[config.mk]
export PLATFORM = sky130hd
export DESIGN_NAME = ps2_key_encoder_flat
export DESIGN_NICKNAME = d
export VERILOG_FILES = /design/src/rtl/ps2_key_if.sv /design/src/rtl/ps2_key_encoder.sv /design/src/flat_wrapper.sv
export SDC_FILE = /design/constraint.sdc
export NUM_CORES = 1
export LEC_CHECK = 0
export BUFFER_PORTS_ARGS = -buffer_cell sky130_fd_sc_hd__buf_2
export CORE_MARGIN = 2
export CORE_UTILIZATION = 65
export CTS_CLUSTER_SIZE = 8
export DETAILED_ROUTE_END_ITERATION = 16
export PLACE_DENSITY = 0.84
export SETUP_SLACK_MARGIN = 0.5
export SYNTH_ARGS = -nofsm -noshare
export SYNTH_HDL_FRONTEND = slang
export SYNTH_SLANG_ARGS = --single-unit
[constraint.sdc]
create_clock -name clk_sys -period 3.1 [get_ports clk_sys]
set_clock_uncertainty 0.05 [all_clocks]
set_input_delay 0.62 -clock clk_sys [delete_from_list [all_inputs] [get_ports clk_sys]]
set_output_delay 0.62 -clock clk_sys [all_outputs]
set_load 0.005 [all_outputs]
[src/rtl/ps2_key_if.sv]
// PS/2 line pair in, decoded ps2_key event word and error pulses out.
interface ps2_key_if;
   logic        ps2_clk;
   logic        ps2_dat;
   logic [10:0] ps2_key;
   logic        err_parity;
   logic        err_frame;

   modport master (
      output ps2_clk, ps2_dat,
      input  ps2_key, err_parity, err_frame
   );

   modport slave (
      input  ps2_clk, ps2_dat,
      output ps2_key, err_parity, err_frame
   );
endinterface

[src/rtl/ps2_key_encoder.sv]
// Raw PS/2 clock/data to 11-bit {toggle, pressed, ext, code} key event word:
// synchronizer, clock deglitcher, frame receiver and scan-code prefix decoder.
module ps2_key_encoder #(
   parameter int unsigned FILTER_LEN = 8,
   parameter int unsigned TIMEOUT    = 24576
) (
   input  logic     clk_sys,
   input  logic     reset,
   ps2_key_if.slave bus
);

   localparam int unsigned RUN_W  = 8;
   localparam int unsigned TMO_W  = $clog2(TIMEOUT + 1);
   localparam int unsigned BIT_W  = 4;
   localparam int unsigned SKIP_W = 3;
   localparam int unsigned KEY_W  = 11;

   typedef enum logic [2:0] {
      S_IDLE,
      S_E0,
      S_F0,
      S_E0F0,
      S_SKIP
   } state_t;

   logic              clk_s1, clk_s2, dat_s1, dat_s2;
   logic              filt, filt_q;
   logic [RUN_W-1:0]  run;
   logic              fall_c;

   logic [BIT_W-1:0]  bit_cnt;
   logic [7:0]        shreg;
   logic              par;
   logic [TMO_W-1:0]  tmo;
   logic              byte_valid;
   logic              err_frame_q, err_parity_q;

   state_t              state, state_n;
   logic [SKIP_W-1:0]   skip, skip_n;
   logic                emit_c, ext_c, brk_c, ignore_c;
   logic [KEY_W-1:0]    key_q;

   // Two-stage synchronizers, idle-high preset
   always_ff @(posedge clk_sys or posedge reset) begin
      if (reset) begin
         clk_s1 <= 1'b1;
         clk_s2 <= 1'b1;
         dat_s1 <= 1'b1;
         dat_s2 <= 1'b1;
      end else begin
         clk_s1 <= bus.ps2_clk;
         clk_s2 <= clk_s1;
         dat_s1 <= bus.ps2_dat;
         dat_s2 <= dat_s1;
      end
   end

   // Deglitcher: level moves only after FILTER_LEN consecutive differing samples
   always_ff @(posedge clk_sys or posedge reset) begin
      if (reset) begin
         filt   <= 1'b1;
         filt_q <= 1'b1;
         run    <= '0;
      end else begin
         filt_q <= filt;
         if (clk_s2 != filt) begin
            if (run == RUN_W'(FILTER_LEN - 1)) begin
               filt <= clk_s2;
               run  <= '0;
            end else begin
               run <= run + RUN_W'(1);
            end
         end else begin
            run <= '0;
         end
      end
   end

   assign fall_c = filt_q & ~filt;

   // Frame receiver; a falling edge always beats timeout expiry
   always_ff @(posedge clk_sys or posedge reset) begin
      if (reset) begin
         bit_cnt      <= '0;
         shreg        <= '0;
         par          <= 1'b0;
         tmo          <= '0;
         byte_valid   <= 1'b0;
         err_frame_q  <= 1'b0;
         err_parity_q <= 1'b0;
      end else begin
         byte_valid   <= 1'b0;
         err_frame_q  <= 1'b0;
         err_parity_q <= 1'b0;
         if (fall_c) begin
            tmo <= '0;
            case (bit_cnt)
               BIT_W'(0): begin
                  if (!dat_s2) bit_cnt <= BIT_W'(1);
               end
               BIT_W'(9): begin
                  par     <= dat_s2;
                  bit_cnt <= bit_cnt + BIT_W'(1);
               end
               BIT_W'(10): begin
                  bit_cnt <= '0;
                  if (!dat_s2)                 err_frame_q  <= 1'b1;
                  else if (~^{shreg, par})     err_parity_q <= 1'b1;
                  else                         byte_valid   <= 1'b1;
               end
               default: begin
                  shreg   <= {dat_s2, shreg[7:1]};
                  bit_cnt <= bit_cnt + BIT_W'(1);
               end
            endcase
         end else if (bit_cnt != '0) begin
            if (tmo == TMO_W'(TIMEOUT - 1)) begin
               bit_cnt     <= '0;
               tmo         <= '0;
               err_frame_q <= 1'b1;
            end else begin
               tmo <= tmo + TMO_W'(1);
            end
         end else begin
            tmo <= '0;
         end
      end
   end

   always_comb begin
      ignore_c = shreg inside {8'h00, 8'hAA, 8'hEE, 8'hFA, 8'hFC, 8'hFD, 8'hFE, 8'hFF};
   end

   always_ff @(posedge clk_sys or posedge reset) begin
      if (reset) begin
         state <= S_IDLE;
         skip  <= '0;
         key_q <= '0;
      end else begin
         state <= state_n;
         skip  <= skip_n;
         if (emit_c) key_q <= {~key_q[10], ~brk_c, ext_c, shreg};
      end
   end

   // Prefix decoder; any error drops pending prefixes
   always_comb begin
      state_n = state;
      skip_n  = skip;
      emit_c  = 1'b0;
      ext_c   = 1'b0;
      brk_c   = 1'b0;
      if (err_frame_q || err_parity_q) begin
         state_n = S_IDLE;
         skip_n  = '0;
      end else if (byte_valid) begin
         case (state)
            S_IDLE: begin
               if (shreg == 8'hE0)      state_n = S_E0;
               else if (shreg == 8'hF0) state_n = S_F0;
               else if (shreg == 8'hE1) begin
                  state_n = S_SKIP;
                  skip_n  = SKIP_W'(7);
               end else if (!ignore_c)  emit_c = 1'b1;
            end
            S_E0: begin
               if (shreg == 8'hF0) state_n = S_E0F0;
               else if (shreg != 8'hE0) begin
                  emit_c  = 1'b1;
                  ext_c   = 1'b1;
                  state_n = S_IDLE;
               end
            end
            S_F0: begin
               if (shreg != 8'hE0 && shreg != 8'hF0) begin
                  emit_c  = 1'b1;
                  brk_c   = 1'b1;
                  state_n = S_IDLE;
               end
            end
            S_E0F0: begin
               if (shreg != 8'hE0 && shreg != 8'hF0) begin
                  emit_c  = 1'b1;
                  ext_c   = 1'b1;
                  brk_c   = 1'b1;
                  state_n = S_IDLE;
               end
            end
            S_SKIP: begin
               skip_n = skip - SKIP_W'(1);
               if (skip == SKIP_W'(1)) state_n = S_IDLE;
            end
            default: state_n = S_IDLE;
         endcase
      end
   end

   assign bus.ps2_key    = key_q;
   assign bus.err_parity = err_parity_q;
   assign bus.err_frame  = err_frame_q;

endmodule

[src/flat_wrapper.sv]
// flat-port wrapper written by rule: the top's interface ports become plain ports
module ps2_key_encoder_flat 
#(
   parameter int unsigned FILTER_LEN = 8,
   parameter int unsigned TIMEOUT    = 24576
)
  (clk_sys, reset, bus_ps2_clk, bus_ps2_dat, bus_ps2_key, bus_err_parity, bus_err_frame);
  ps2_key_if bus_i ();
  input  logic clk_sys;
  input  logic reset;
  input wire logic [$bits(bus_i.ps2_clk)-1:0] bus_ps2_clk;
  input wire logic [$bits(bus_i.ps2_dat)-1:0] bus_ps2_dat;
  output wire logic [$bits(bus_i.ps2_key)-1:0] bus_ps2_key;
  output wire logic [$bits(bus_i.err_parity)-1:0] bus_err_parity;
  output wire logic [$bits(bus_i.err_frame)-1:0] bus_err_frame;
  assign bus_i.ps2_clk = bus_ps2_clk;
  assign bus_i.ps2_dat = bus_ps2_dat;
  assign bus_ps2_key = bus_i.ps2_key;
  assign bus_err_parity = bus_i.err_parity;
  assign bus_err_frame = bus_i.err_frame;
  ps2_key_encoder #(.FILTER_LEN(FILTER_LEN), .TIMEOUT(TIMEOUT)) u_core (.clk_sys(clk_sys), .reset(reset), .bus(bus_i));
endmodule
* Word level (Yosys, flattened, before mapping)
Index checks and enable logic that the tools add are counted.
** Word-level totals
- Memories kept :: 0
- Bits in read-only memories :: 0
- Bits of input ports :: 4
- RAM bits :: 0
- Latch bits :: 0
- Flip-flop bits (word level) :: 62
- Output and inout bits :: 13
- Logic and storage cells :: 131
** Cells by class
- Divide/modulo/power cells :: 0
- Reductions and logical operators :: 20
- Bitwise gates (word level) :: 5
- $lt $le $gt $ge :: 0
- Multipliers :: 0
- Multiplexer cells :: 55
- Shift-type cells :: 0
- Equality and inequality tests :: 30
- Add/subtract/negate cells :: 4
** Operators by type and width (number)
- $eq A8 B8 Y1 const B :: 10
- $mux W15 :: 3
- $mux W3 :: 14
- $mux W1 :: 27
- $mux W4 :: 4
- $mux W8 :: 2
- $ne A8 B8 Y1 const B :: 2
- $add A15 B1 Y15 const B :: 1
- $eq A15 B15 Y1 const B :: 1
- $pmux W3 S4 :: 1
- $reduce_and A5 Y1 :: 2
- $ne A3 B1 Y1 const B :: 3
- $reduce_xnor A9 Y1 :: 1
- $add A8 B1 Y8 const B :: 1
- $eq A4 B4 Y1 const B :: 2
- $eq A8 B3 Y1 const B :: 1
- $logic_not A8 Y1 :: 1
- $pmux W4 S2 :: 1
- $reduce_bool A8 Y1 :: 1
- $eq A3 B1 Y1 const B :: 2
- $eq A3 B2 Y1 const B :: 2
- $ne A3 B2 Y1 const B :: 2
- $pmux W3 S2 :: 1
- $reduce_and A2 Y1 :: 3
- other kinds (21) :: 26

* Depth between registers and ports, before layout
Gate-level depths: netlist of run 1.
- Depth after elaboration :: 9
- Depth in mapped cells :: 7
- Depth with buffers taken out :: 7

* Least setup slack after synthesis of run 1
OpenSTA, ideal clock, no wires.
- Path type :: reg-to-reg
- Start :: register u_core.bit_cnt[0]
- End :: register u_core.bit_cnt[1]
- Clock period less this slack :: 1.930 ns
- Setup slack :: 1.170 ns
- Required time :: 2.984 ns
- Stages on the path, launching flop included :: 7
- Library setup time :: 0.066 ns
- Data arrival time :: 1.815 ns
- Buffers on the path :: 0
- Path through :: dfrtp_1 -> inv_1 -> ha_1 -> or3b_2 -> o21ba_2 -> a31oi_1 -> a22o_1
** Between the ends
- Word-level cells in the longest chain between the ends :: 3
- Elaborated cells between the ends (all ways) :: 9
- Those cells by class :: add/sub (1); eq/ne (2); mux (2); reduce/logical (4)
** RTL lines
- start: declaration :: RTL line ps2_key_encoder.sv:31 : logic [BIT_W-1:0] bit_cnt;
- start signal: assignment :: RTL line ps2_key_encoder.sv:103 : bit_cnt <= bit_cnt + BIT_W'(1);
- start signal: assignment :: RTL line ps2_key_encoder.sv:113 : bit_cnt <= bit_cnt + BIT_W'(1);
- $add A4 B1 Y4 (tied with other cells) :: RTL line ps2_key_encoder.sv:103, ps2_key_encoder.sv:113
- $pmux W4 S2 (tied with other cells) :: RTL line ps2_key_encoder.sv:97 : case (bit_cnt)
- $mux W4 or $reduce_and A3 Y1 (tied branches)
Parallel ways exist; a longest one is shown, timed or not.
A chain may end at the register's enable or synchronous reset.

* Final worst setup path of run 1
- Start :: register u_core.bit_cnt[0]
- End :: register u_core.bit_cnt[3]
Same word-level chain as after synthesis.

==> impl_metrics.toml, run 1 <==
[worst_hold_path]
hp-start = "u_core.clk_s1$_DFF_PP1_"
hold_path.class = "reg -> reg"

[global_routing]
grt_pass1_vias = 2006
grtUsageTotal = 0.225
grt_overflow = 0
antenna_found_initial = 0
grt_max_degree = 35
grt_pass1_wl_um = 9100

[routing]
viasPerCell = 5.67
routed_wirelength_um = 5170
first_pass_iters = 4
vias = 2065
ant_nets = 0
drc = 0
drt-initial-drc-count = 127
wire_per_inst_um = 14.2

[yosys]
synth_seq_cells = 62
synth_common_cells = "dfrtp_1, nor2_1, nand2_1"
ys_types = 51
synthTopCellsByArea = "dfrtp_1, dfstp_2, xnor2_1"
netlist_area_sq_um = 3120
synth_top_area_share = 0.449
synthArstFlopShare = 1.00
yosysWarnings = 0
syn_nets = 300
synth_top_area_cell = "dfrtp_1"
synth_edf_count = 0
ys.flop_type = "dfrtp_1"
seq_area_frac_synth = 0.500
yosysMostFrequentCell = "dfrtp_1"
avgSynthCellArea_sq_um = 10.8
synthCells = 288

[run_status]
status = "completed"

[placement]
dp_hpwl_um = 3470
place.gp.congestion = 0.833
io_buffers = 16
place_area_sq_um = 3200

[clocking]
cts_max_level = 3
clkTransAtPathRegs_ns = 0.06
cts_tree = "yes"
numClockSinks = 62
clock_path_buffers = 2
postCtsSetupRepairBufs = 0
worstSkewPairLatency_ns = 0.34
cts_buffers = 9
clock-root-buffer = "clkbuf_8"
hold_buffers = 0
cts_resized = 0

[timing]
rsz0062_at_grt = "false"
tightest_slew_ns = 0.712
finalSetupViolCount = 0
max_slew_margin = 0.525
layout_min_cycle_time_ns = 2.19
fmax_ghz = 0.458
slew_violations = 0
hold_viol_final = 0
tns_ns = 0
post-route-period-util = 0.705

[critical_path]
worst-r2r-setup-slack_ns = 0.91
rr_endpoint = "u_core.bit_cnt[3]$_DFFE_PP0P_"
crit_path_start_kind = "flop"
timing.setup.critical_path_class = "reg -> reg"
crit_fanout = 7
worstPathArrival_ns = 2.41
r2r_cells = 6
r2r_start = "u_core.bit_cnt[0]$_DFFE_PP0P_"
crit_required_ns = 3.32
worst_setup_path_end_kind = "flop"
crit_path_start = "u_core.bit_cnt[0]$_DFFE_PP0P_"
endpoint = "u_core.bit_cnt[3]$_DFFE_PP0P_"

[run]
cap_violations = 0

[floorplan]
die_y_um = 73.3
die-area_sq_um = 5370
initial_utilization = 0.669
num_rows = 25
io_pins = 17
dieWidth_um = 73.3
design.core.area_sq_um = 4660

[layout]
fin_area_sq_um = 3420
antenna_cells = 0
finish.net_count = 317
syn2layout_area_growth_pct = 9.63
drive_above_1_share = 0.219

[pwr]
powerDensity_nw_per_um2 = 540
p_leak_nw = 1.54
ir_drop_v = 0.000448
==> through the flow <==
stage,std cells,worst slack (ns),total power [W],hold slack [ns],utilization
2_1_floorplan,288,0.899,0.00106,0.295,-
3_3_place_gp,348,0.982,0.00109,0.297,0.687
3_5_place_dp,348,0.935,0.00109,0.297,0.687
4_1_cts,364,0.920,0.00186,0.306,0.733
5_1_grt,364,0.736,0.00194,0.300,0.733
6_report,364,0.915,0.00185,0.305,0.733
==> cells by family (layout without fill, tap and decap cells) <==
logic type	Yosys count	count (layout)	synth area share
and+or+nand+nor	110	110	0.186
DFF	62	62	0.500
AOI/OAI and AO/OA	40	40	0.0963
xor gates and xnor gates	29	29	0.0815
buffers and inverters	24	46	0.0425
muxes	15	15	0.0614
adders and majority gates	8	8	0.0321
==> cell type report <==
| type | instances | area (sq um) |
|---|---|---|
| Tap cell | 54 | 67.6 |
| Fill cell | 311 | 1240 |
| Inverter | 13 | 48.8 |
| Clock inverter | 3 | 67.6 |
| Timing Repair Buffer | 17 | 100 |
| Multi-Input combinational cell | 202 | 1430 |
| Clock buffer | 13 | 149 |
| Sequential cell | 62 | 1560 |
==> report_power, final <==
part           total (W)  leakage [nW]  internal (W)  switching, W
clock network   0.000769         0.104      0.000476      0.000294
logic           0.000181         0.596     0.0000689      0.000112
registers       0.000895         0.843      0.000858     0.0000371
total            0.00185          1.54       0.00140      0.000443
==> worst max-delay path, stage by stage, from the launching register on <==
cell and delay (ns):
dfrtp_1 0.44, inv_1 0.11, ha_1 0.19, or3b_2 0.50
o21ba_2 0.21, a31oi_1 0.40, a22o_1 0.23
==> sequential cells by signal, summed over array words and instances, names as in the netlist <==
name	cells
u_core.dat_s1	1
u_core.shreg	8
u_core.bus.err_parity	1
u_core.byte_valid	1
u_core.skip	3
u_core.filt_q	1
u_core.clk_s1	1
u_core.run	8
u_core.dat_s2	1
u_core.bus.ps2_key	11
u_core.filt	1
u_core.clk_s2	1
u_core.state	3
u_core.par	1
u_core.bit_cnt	4
u_core.bus.err_frame	1
u_core.tmo	15
==> worst min-delay path by stage <==
| stage | slack [ns] | to | cells past startpoint |
|---|---|---|---|
| 2_1_floorplan | 0.30 | u_core.clk_s2$_DFF_PP1_ | 0 |
| 3_3_place_gp | 0.30 | u_core.dat_s2$_DFF_PP1_ | 0 |
| 3_5_place_dp | 0.30 | u_core.clk_s2$_DFF_PP1_ | 0 |
| 4_1_cts | 0.31 | u_core.clk_s2$_DFF_PP1_ | 0 |
| 5_1_grt | 0.30 | u_core.clk_s1$_DFF_PP1_ | 1 |
| 6_report | 0.31 | u_core.clk_s2$_DFF_PP1_ | 0 |
==> cell usage in the layout (no fill, tap or decap), types with 5 or more instances in the layout <==
cell type	synthesis	routed
a21oi_1	12	12
dfrtp_1	56	56
mux2_2	9	9
dfstp_2	6	6
clkbuf_8	0	10
xnor2_1	17	17
nand3_1	13	13
buf_2	4	16
xor2_1	12	12
mux2_4	6	6
nor3_1	5	5
o21ai_0	5	5
inv_1	13	12
ha_1	8	8
nor2_1	38	38
nand2_1	19	19
and3_1	6	6
==> layer usage <==
layer / GRT usage / part of all wire / vias up
li1: - / - / 1034
met1: 0.293 / 0.47 / 992
met2: 0.348 / 0.48 / 34
met3: 0.0837 / 0.039 / 5
met4: 0.0782 / 0.0056 / 0
met5: 0 / 0 / -
No activity file was read; power rests on OpenSTA's default activity.
==> inputs of run 2 (changes only) <==
Settings changed: CORE_UTILIZATION 65 to 60, PLACE_DENSITY 0.84 to 0.79.
Clock period 3.1 ns to 2.15 ns, I/O delays scaled along.
==> run 2 against run 1 <==
Compared with the run above:
- sequential power rose by 44%
- register-to-register slack got worse by 0.76 ns
- maximum frequency rose by 9.5%
- cell count rose by 16%
- routed wire length rose by 49%
- highest routed layer unchanged
==> impl_metrics.toml, run 2 (same netlist as run 1, synthesis figures left out) <==
[routing]
first_pass_iters = 4
drt-initial-drc-count = 181
viasPerCell = 5.77
wire_per_inst_um = 18.2
routed_wirelength_um = 7720
ant_nets = 0
vias = 2440
drc = 0

[worst_hold_path]
hold_path.class = "in -> async"

[global_routing]
grt_pass1_wl_um = 10400
met2_usage = 0.383
top_usage_layer = "met2"
grt_use_met1 = 0.270
antenna_found_initial = 0
grt_max_degree = 34
grtUsageTotal = 0.229
grt_util_met3 = 0.0746
grt_pass1_vias = 2289
grt_overflow = 0

[clocking]
cts_buffers = 9
cts_tree = "yes"
numClockSinks = 62
clkTransAtPathRegs_ns = 0.08
clock-root-buffer = "clkbuf_8"
clock_path_buffers = 2
hold_buffers = 0
worstSkewPairLatency_ns = 0.35
cts_max_level = 3

[critical_path]
crit_required_ns = 2.33
crit_path_start_kind = "flop"
cpMaxStageDelayCell = "nor4bb_1"
worst_setup_path_end_kind = "flop"
critPathTopFamily = "simple AND/OR/NAND/NOR gates"
slowest_delay_ns = 0.57
timing.setup.critical_path_class = "reg -> reg"
path_cells = "nor4bb_1, o31ai_4, nand4_2, a21oi_4, mux2_4"
worstPathArrival_ns = 2.17
crit_fanout = 9
crit_buf_inv = 0

[timing]
tightest_slew_ns = 0.703
max_slew_margin = 0.530
post-route-period-util = 0.928
fmax_ghz = 0.501
slew_violations = 0
whs_ns = 0.129
finalSetupViolCount = 0
tns_ns = 0
rsz0062_at_grt = "true"
hold_viol_final = 0
layout_min_cycle_time_ns = 2.00

[placement]
dp_hpwl_um = 3700
io_buffers = 16
place.gp.congestion = 0.801

[layout]
final_common_cell = "dfrtp_1"
drive_above_1_share = 0.445
largest-register = "u_core.tmo"
syn2layout_area_growth_pct = 31.5
antenna_cells = 0
finish.net_count = 360
fillers = 282
final_cell_mix = "dfrtp_1, buf_4, nor2_1, buf_2"
largest_register_ffs = 15

[run]
cap_violations = 0

[floorplan]
num_rows = 26
die-area_sq_um = 5790
dieWidth_um = 76.1
design.core.area_sq_um = 5070
io_pins = 17
die_y_um = 76.1
initial_utilization = 0.614

[pwr]
ir_drop_v = 0.000700
powerDensity_nw_per_um2 = 718
p_leak_nw = 1.84

[run_status]
status = "completed"
-- run 2: cell count changes in the layout (fill, tap and decap cells not counted), moves of 6 or more --
cell	before	now
buf_4	0	37
dfrtp_1	56	47
dfrtp_2	0	9
mux2_2	9	0
mux2_4	6	15
buf_6	0	6
-- run 2: layout make-up --
type | count | area [sq um] | share of cell area
flip-flops and latches | 62 | 1570 | 0.383
repair buffers | 60 | 445 | 0.109
clock buffers | 11 | 141 | 0.0345
multi-input cells | 202 | 1720 | 0.419
clock inverters | 5 | 83.8 | 0.0204
inverters | 13 | 55.1 | 0.0134
well taps | 70 | 87.6 | 0.0214
-- run 2: worst reg2reg max path, cell delays in order (launching register included) --
cell	delay, ns
dfrtp_2	0.51
nor4bb_1	0.57
o31ai_4	0.14
nand4_2	0.16
a21oi_4	0.12
mux2_4	0.32
-- run 2: stage by stage --
step                      cells  power [W]  setup slack (ns)  utilization  cell area [sq um]
after floorplan             288    0.00155             0.272            -               3190
after global placement      370    0.00162             0.172        0.657               3330
after detailed placement    370    0.00162             0.129        0.657               3330
after CTS                   408    0.00282             0.239        0.748               3790
after global routing        423    0.00306             0.122        0.808               4100
final                       423    0.00294             0.155        0.808               4100
-- run 2: timing repair --
item | CTS | global route
hold endpoints to repair | 0 | 0
pin swaps | 10 | 20
cloned | 0 | 1
setup endpoints to repair | 47 | 46
resized for setup | 22 | 45
buffers inserted | 22 | 14
-- run 2: worst paths after layout --
check / startpoint / endpoint / slack (ns) / cells after the start
setup reg to reg: u_core.shreg[0]$_DFFE_PP0P_ / u_core.bus.ps2_key[6]$_DFFE_PP0P_ / 0.15 / 5
setup / recovery: u_core.shreg[0]$_DFFE_PP0P_ / u_core.bus.ps2_key[6]$_DFFE_PP0P_ / 0.15 / 5
hold reg to reg: u_core.clk_s1$_DFF_PP1_ / u_core.clk_s2$_DFF_PP1_ / 0.31 / 0
hold / removal: reset / u_core.run[6]$_DFF_PP0_ / 0.13 / 2
max in group asynchronous: reset / u_core.state[0]$_DFFE_PP0P_ / 1.33 / 3
min in group clk_sys: bus_ps2_dat / u_core.dat_s1$_DFF_PP1_ / 0.13 / 1
-- run 2: power by group --
group	internal [W]	total (W)	switching, W
clock network	0.000686	0.00115	0.000466
registers	0.00124	0.00129	0.0000536
logic	0.000236	0.000499	0.000263
total	0.00216	0.00294	0.000783
-- run 2: per-layer routing --
metal | routed length (um) | vias up
met5 | 0 | -
met3 | 339 | 28
li1 | - | 1120
met2 | 4110 | 82
met4 | 229 | 0
met1 | 3040 | 1210
